## config.mk

```make
export PLATFORM = sky130hd
export DESIGN_NAME = asteroid_pool
export DESIGN_NICKNAME = d
export VERILOG_FILES = /design/src/rtl/asteroid_pool.sv
export SDC_FILE = /design/constraint.sdc
export NUM_CORES = 1
export LEC_CHECK = 0
export CAP_MARGIN = 10
export CORE_MARGIN = 1
export CORE_UTILIZATION = 42
export CTS_BUF_LIST = sky130_fd_sc_hd__clkbuf_8
export DETAILED_ROUTE_END_ITERATION = 10
export GPL_ROUTABILITY_DRIVEN = 0
export PLACE_DENSITY_LB_ADDON = 0.3
export SETUP_SLACK_MARGIN = 0.5
export SLEW_MARGIN = 20
export SYNTH_ARGS = -nofsm -noshare
export SYNTH_HDL_FRONTEND = slang
export SYNTH_SLANG_ARGS = --single-unit
```

## constraint.sdc

```tcl
create_clock -name clk -period 10.6 [get_ports clk]
set_input_delay 1.06 -clock clk [delete_from_list [all_inputs] [get_ports clk]]
set_output_delay 1.06 -clock clk [all_outputs]
set_load 0.05 [all_outputs]
```

## src/rtl/asteroid_pool.sv

```systemverilog
// Asteroid slot manager: periodic pseudo-random spawns into free slots, slope-driven
// movement with screen wrap-around, and slot clearing on delete requests.
module asteroid_pool #(
    parameter int          N_SLOTS      = 8,
    parameter int          X_W          = 10,
    parameter int          Y_W          = 10,
    parameter int          SCREEN_W     = 320,
    parameter int          SCREEN_H     = 240,
    parameter int          SPAWN_PERIOD = 60,
    parameter logic [15:0] SEED         = 16'hACE1
) (
    input  logic                             clk,
    input  logic                             reset_n,
    input  logic                             tick,
    input  logic                             spawn_en,
    input  logic                             delete_valid,
    input  logic [4:0]                       delete_idx,
    output logic [N_SLOTS*(14+X_W+Y_W)-1:0]  entities,
    output logic [5:0]                       active_count,
    output logic                             full,
    output logic                             spawn_pending
);
    localparam int          E        = 14 + X_W + Y_W;
    localparam int          T_W      = (SPAWN_PERIOD > 1) ? $clog2(SPAWN_PERIOD) : 1;
    localparam logic [15:0] SEED_EFF = (SEED == 16'h0) ? 16'hACE1 : SEED;

    typedef struct packed {
        logic           valid;
        logic [2:0]     sprite;
        logic [1:0]     y_q;
        logic [1:0]     x_q;
        logic [Y_W-1:0] y;
        logic [X_W-1:0] x;
        logic [5:0]     slope;   // {y_neg, y_mag, x_neg, x_mag}
    } rec_t;

    rec_t           slot_q [N_SLOTS];
    rec_t           slot_d [N_SLOTS];
    rec_t           spawn_rec;
    logic [T_W-1:0] timer;
    logic           timer_wrap;
    logic [15:0]    lfsr;
    logic           pending;
    logic           spawn_found;
    logic [4:0]     spawn_idx;
    logic           spawn_go;
    logic [5:0]     count_d;
    logic [5:0]     count_q;
    logic           full_q;

    function automatic logic [X_W-1:0] step_x(input logic [X_W-1:0] v, input logic neg);
        if (neg) return (v == '0) ? X_W'(SCREEN_W - 1) : v - 1'b1;
        return (v == X_W'(SCREEN_W - 1)) ? '0 : v + 1'b1;
    endfunction

    function automatic logic [Y_W-1:0] step_y(input logic [Y_W-1:0] v, input logic neg);
        if (neg) return (v == '0) ? Y_W'(SCREEN_H - 1) : v - 1'b1;
        return (v == Y_W'(SCREEN_H - 1)) ? '0 : v + 1'b1;
    endfunction

    assign timer_wrap = spawn_en && (timer == T_W'(SPAWN_PERIOD - 1));
    assign spawn_go   = pending && spawn_found;

    // Free-slot search and spawn record both come from pre-edge state only.
    always_comb begin
        spawn_found = 1'b0;
        spawn_idx   = '0;
        for (int i = 0; i < N_SLOTS; i++) begin
            if (!spawn_found && !slot_q[i].valid) begin
                spawn_found = 1'b1;
                spawn_idx   = 5'(i);
            end
        end

        spawn_rec        = '0;
        spawn_rec.valid  = 1'b1;
        spawn_rec.sprite = lfsr[9:7];
        spawn_rec.slope  = lfsr[6:1];
        if (lfsr[2:1] == 2'b00 && lfsr[5:4] == 2'b00)
            spawn_rec.slope[1:0] = 2'b01;
        if (lfsr[0])
            spawn_rec.x = X_W'(32'({1'b0, lfsr[15:1]}) % 32'(SCREEN_W));
        else
            spawn_rec.y = Y_W'(32'({1'b0, lfsr[15:1]}) % 32'(SCREEN_H));
    end

    always_comb begin
        count_d = '0;
        for (int i = 0; i < N_SLOTS; i++) begin
            slot_d[i] = slot_q[i];
            if (slot_q[i].valid) begin
                if (delete_valid && delete_idx == 5'(i)) begin
                    slot_d[i] = '0;
                end else if (tick) begin
                    if (slot_q[i].x_q == 2'b00 && slot_q[i].y_q == 2'b00) begin
                        slot_d[i].x_q = slot_q[i].slope[1:0];
                        slot_d[i].y_q = slot_q[i].slope[4:3];
                    end else if (slot_q[i].x_q != 2'b00) begin
                        slot_d[i].x   = step_x(slot_q[i].x, slot_q[i].slope[2]);
                        slot_d[i].x_q = slot_q[i].x_q - 2'b01;
                    end else begin
                        slot_d[i].y   = step_y(slot_q[i].y, slot_q[i].slope[5]);
                        slot_d[i].y_q = slot_q[i].y_q - 2'b01;
                    end
                end
            end else if (spawn_go && spawn_idx == 5'(i)) begin
                slot_d[i] = spawn_rec;
            end else begin
                slot_d[i] = '0;
            end
            count_d = count_d + 6'(slot_d[i].valid);
        end
    end

    always_ff @(posedge clk) begin
        if (!reset_n) begin
            for (int i = 0; i < N_SLOTS; i++) slot_q[i] <= '0;
            timer   <= '0;
            lfsr    <= SEED_EFF;
            pending <= 1'b0;
            count_q <= '0;
            full_q  <= 1'b0;
        end else begin
            for (int i = 0; i < N_SLOTS; i++) slot_q[i] <= slot_d[i];
            if (spawn_en) timer <= timer_wrap ? '0 : timer + 1'b1;
            lfsr <= {1'b0, lfsr[15:1]} ^ (lfsr[0] ? 16'hB400 : 16'h0000);
            // A fresh request wins over clearing by a same-edge spawn.
            if (timer_wrap)    pending <= 1'b1;
            else if (spawn_go) pending <= 1'b0;
            count_q <= count_d;
            full_q  <= (count_d == 6'(N_SLOTS));
        end
    end

    for (genvar g = 0; g < N_SLOTS; g++) begin : g_pack
        assign entities[g*E +: E] = slot_q[g];
    end

    assign active_count  = count_q;
    assign full          = full_q;
    assign spawn_pending = pending;
endmodule
```

==> flow_metrics.py <==
metrics = {
    "status": {
        "status": "finished, final reports clean",
    },
    "floorplanning": {
        "die_area_mm2": 0.0560,
        "std_cell_rows": 85,
        "core_mm2": 0.0541,
        "die_x_um": 237,
        "ioPinCount": 290,
        "floorplan.initialDensity_pct": 42.7,
        "die_h_um": 237,
    },
    "pwr": {
        "finalPower_mw": 3.10,
        "power_density_mw_per_mm2": 113,
        "ir_worst_vdd_uv": 81.4,
        "p_leak_nw": 9.38,
    },
    "yosys": {
        "ys_types": 123,
        "syn_area_per_cell_um2": 7.05,
        "synth_edf_count": 0,
        "ys.flop_type": "dfxtp_1",
        "synth_xor_area_share_pct": 3.51,
        "ys_seq_area_share_pct": 26.0,
        "ys_ff_latch": 300,
        "synth_top_family_by_area": "compound AO/OA/AOI/OAI gates",
        "synth_area_mm2": 0.0231,
        "yosysTopAreaCellShare_pct": 26.0,
        "muxShareOfSynthArea_pct": 1.87,
        "yosysTopAreaCell": "dfxtp_1",
        "synth_compound_area_share_pct": 31.8,
        "ys_top_cells_by_count": "nand2_1, o21ai_0, nor2_1, dfxtp_1, a21oi_1",
        "synthCells": 3284,
        "yosysWarnings": 0,
        "yosys.area_share.adder_pct": 3.31,
        "synth.most_common_cell": "nand2_1",
        "async_reset_ff_share_pct": 0,
        "yosys.area_share.simple_pct": 26.9,
        "ys_top_cells_by_area": "dfxtp_1, o21ai_0, nand2_1",
    },
    "critical_path": {
        "worst_path_max_delay_cell": "nor2_1",
        "ff2ff_setup_slack_ns": 4.61,
        "cpMostUsedCell": "nor2_1",
        "crit_type": "register to register",
        "path_cells": "buf_4 > nor2_1 > inv_1 > ha_1 > nand2b_1 > a221oi_2 > a21oi_2 > or4_1 > o211ai_1 > nor2_1 > o2bb2ai_1 > o41ai_2 > o21bai_2 > a21oi_2 > a211oi_1 > and2_1 > nor2_1 > o22ai_1",
        "r2r_start": "lfsr[14]$_SDFF_PN0_",
        "cp-startpoint": "lfsr[14]$_SDFF_PN0_",
        "end_kind": "register",
        "worstRegToRegCells": 18,
        "critical-path-max-stage-delay_ns": 0.88,
        "r2r-end": "slot_q[0][47]$_SDFFE_PN0P_",
        "crit_family": "compound AO/OA/AOI/OAI gates",
        "crit_fanout": 44,
        "worst-endpoint-required_ns": 11.11,
        "startpoint_type": "register",
        "worst_ep_arrival_time_ns": 6.50,
        "cp.buffers_inverters": 2,
    },
    "timing": {
        "fin_crit_sh_pct": 56.5,
        "finalHoldViolations": 0,
        "fin_crit_ns": 5.99,
        "setup_viol": 0,
        "rsz0062_at_grt": "no",
        "setup_tns_ns": 0,
        "fmax_mhz": 167,
        "slew_viol_final": 0,
        "skew_ns": 0.0119,
        "maxSlewHeadroom_pct": 21.8,
        "worst_slew_pin_slew_ns": 1.17,
        "setup_ws_ns": 4.61,
    },
    "drt": {
        "vias": 26154,
        "finalWirelength_um": 89000,
        "drt_iter0_drc": 2767,
        "ant_nets": 0,
        "drt-wirelength-per-cell_um": 21.5,
        "avgViaCountPerCell": 6.31,
        "dr.pass1.iters": 6,
        "drc": 0,
    },
    "cts": {
        "clk_latency_ns": 0.67,
        "clockBufferDepth": 3,
        "worst_setup_hold_path_clk_slew_ns": 0.06,
        "cts_tree": "yes",
        "cts_buffers": 55,
        "numClockSinks": 300,
        "post_cts_buffers": 0,
        "root_buffer": "clkbuf_8",
        "postCtsHoldBufs": 0,
        "cts_htree_levels": 2,
        "ctsResizeCount": 0,
    },
    "cells_and_area": {
        "final_cell_area_mm2": 0.0273,
        "syn2layout_area_growth_pct": 18.1,
        "instances_no_fill": 4143,
        "finalNetCount": 3467,
        "drive_gt1_share_pct": 6.27,
    },
    "worst_hold_path": {
        "hp-class": "register to register",
        "holdPathEnd": "slot_q[1][99]$_SDFFE_PN0P_",
        "min_path_cells": 2,
        "min-delay-start": "slot_q[1][99]$_SDFFE_PN0P_",
    },
    "placed_design": {
        "hpwl_um": 62400,
        "dp_cells": 4038,
        "pre_cts_ws_ns": 4.86,
        "place_area_mm2": 0.0260,
        "io_buffer_count": 287,
    },
    "global_route": {
        "grt_pass1_wl_um": 136000,
        "antenna_found_initial": 3,
        "grt-ovfl-total": 0,
        "grt_pass1_vias": 22946,
        "grt_usage_pct": 30.6,
        "grt_start_max_net_pins": 64,
    },
    "flow_run": {
        "max_cap_viol_count": 0,
    },
}
-- logic make-up (layout without fill, tap and decap cells) --
group                    count (synthesis)  after routing
other                                    1              4
AO/OA/AOI/OAI                         1131           1131
adder cells (fa/ha/maj)                 59             59
XOR/XNOR                                91             91
AND/OR/NAND/NOR                       1278           1278
multiplexers                            42             42
buffers and inverters                  382            542
flip-flops                             300            300
-- cell type report --
type | count | area, µm²
antenna | 2 | 5.00
clock buffer | 78 | 1070
clock inverter | 25 | 198
fill | 5275 | 26800
inverter | 122 | 460
multi-input combinational | 2603 | 15600
sequential | 300 | 6010
tap | 696 | 871
timing repair buffer | 317 | 3090
-- flip-flops by register name, indices dropped and copies added, names as in the netlist --
name	count
active_count	4
full	1
lfsr	16
slot_q	272
spawn_pending	1
timer	6
-- report_power, final --
part	switching [mW]	internal [mW]	total, mW
Sequential	0.0120	1.13	1.14
Clock	0.555	0.726	1.28
Combinational	0.471	0.199	0.670
Total	1.04	2.06	3.10
-- per-stage QoR --
stage / utilization, % / hold WS, ns
floorplan: - / 0.467
global placement: 48.1 / 0.437
detailed placement: 48.1 / 0.445
CTS: 50.5 / 0.459
global route: 50.5 / 0.486
finish: 50.5 / 0.454
-- worst min-delay path, stage by stage (launching register included) --
cell	delay, ns
dfxtp_1	0.32
nand2_1	0.04
o21ai_0	0.06
-- placed cells by master, fill, tap and decap left out, drive strengths merged, types with 74 or more instances in the layout --
cell / synthesis / layout
inv: 121 / 131
a31oi: 74 / 74
nand2: 369 / 369
o21ai: 349 / 349
a21oi: 258 / 258
nand3: 108 / 108
dfxtp: 300 / 300
nor2: 314 / 314
clkdlybuf4s50: 0 / 285
nor3: 128 / 128
clkbuf: 216 / 78
-- worst max path at each step --
| stage | slack (ns) | cells past startpoint | end |
|---|---|---|---|
| floorplan | 6.01 | 20 | slot_q[1][12]$_SDFFE_PN0P_ |
| finish | 4.61 | 18 | slot_q[0][47]$_SDFFE_PN0P_ |
| detailed placement | 4.86 | 18 | slot_q[1][81]$_SDFFE_PN0P_ |
| CTS | 4.82 | 18 | slot_q[1][13]$_SDFFE_PN0P_ |
| global placement | 4.96 | 18 | slot_q[0][13]$_SDFFE_PN0P_ |
| global route | 4.28 | 18 | slot_q[1][13]$_SDFFE_PN0P_ |
-- routing by layer --
layer	track usage, %	vias to the layer above	part of all wire [%]
li1	-	12321	-
met1	42.6	12224	43
met5	0	-	0
met4	15.1	0	5.1
met2	44.3	1370	42
met3	6.60	239	10
No activity file was read; power rests on OpenSTA's default activity.
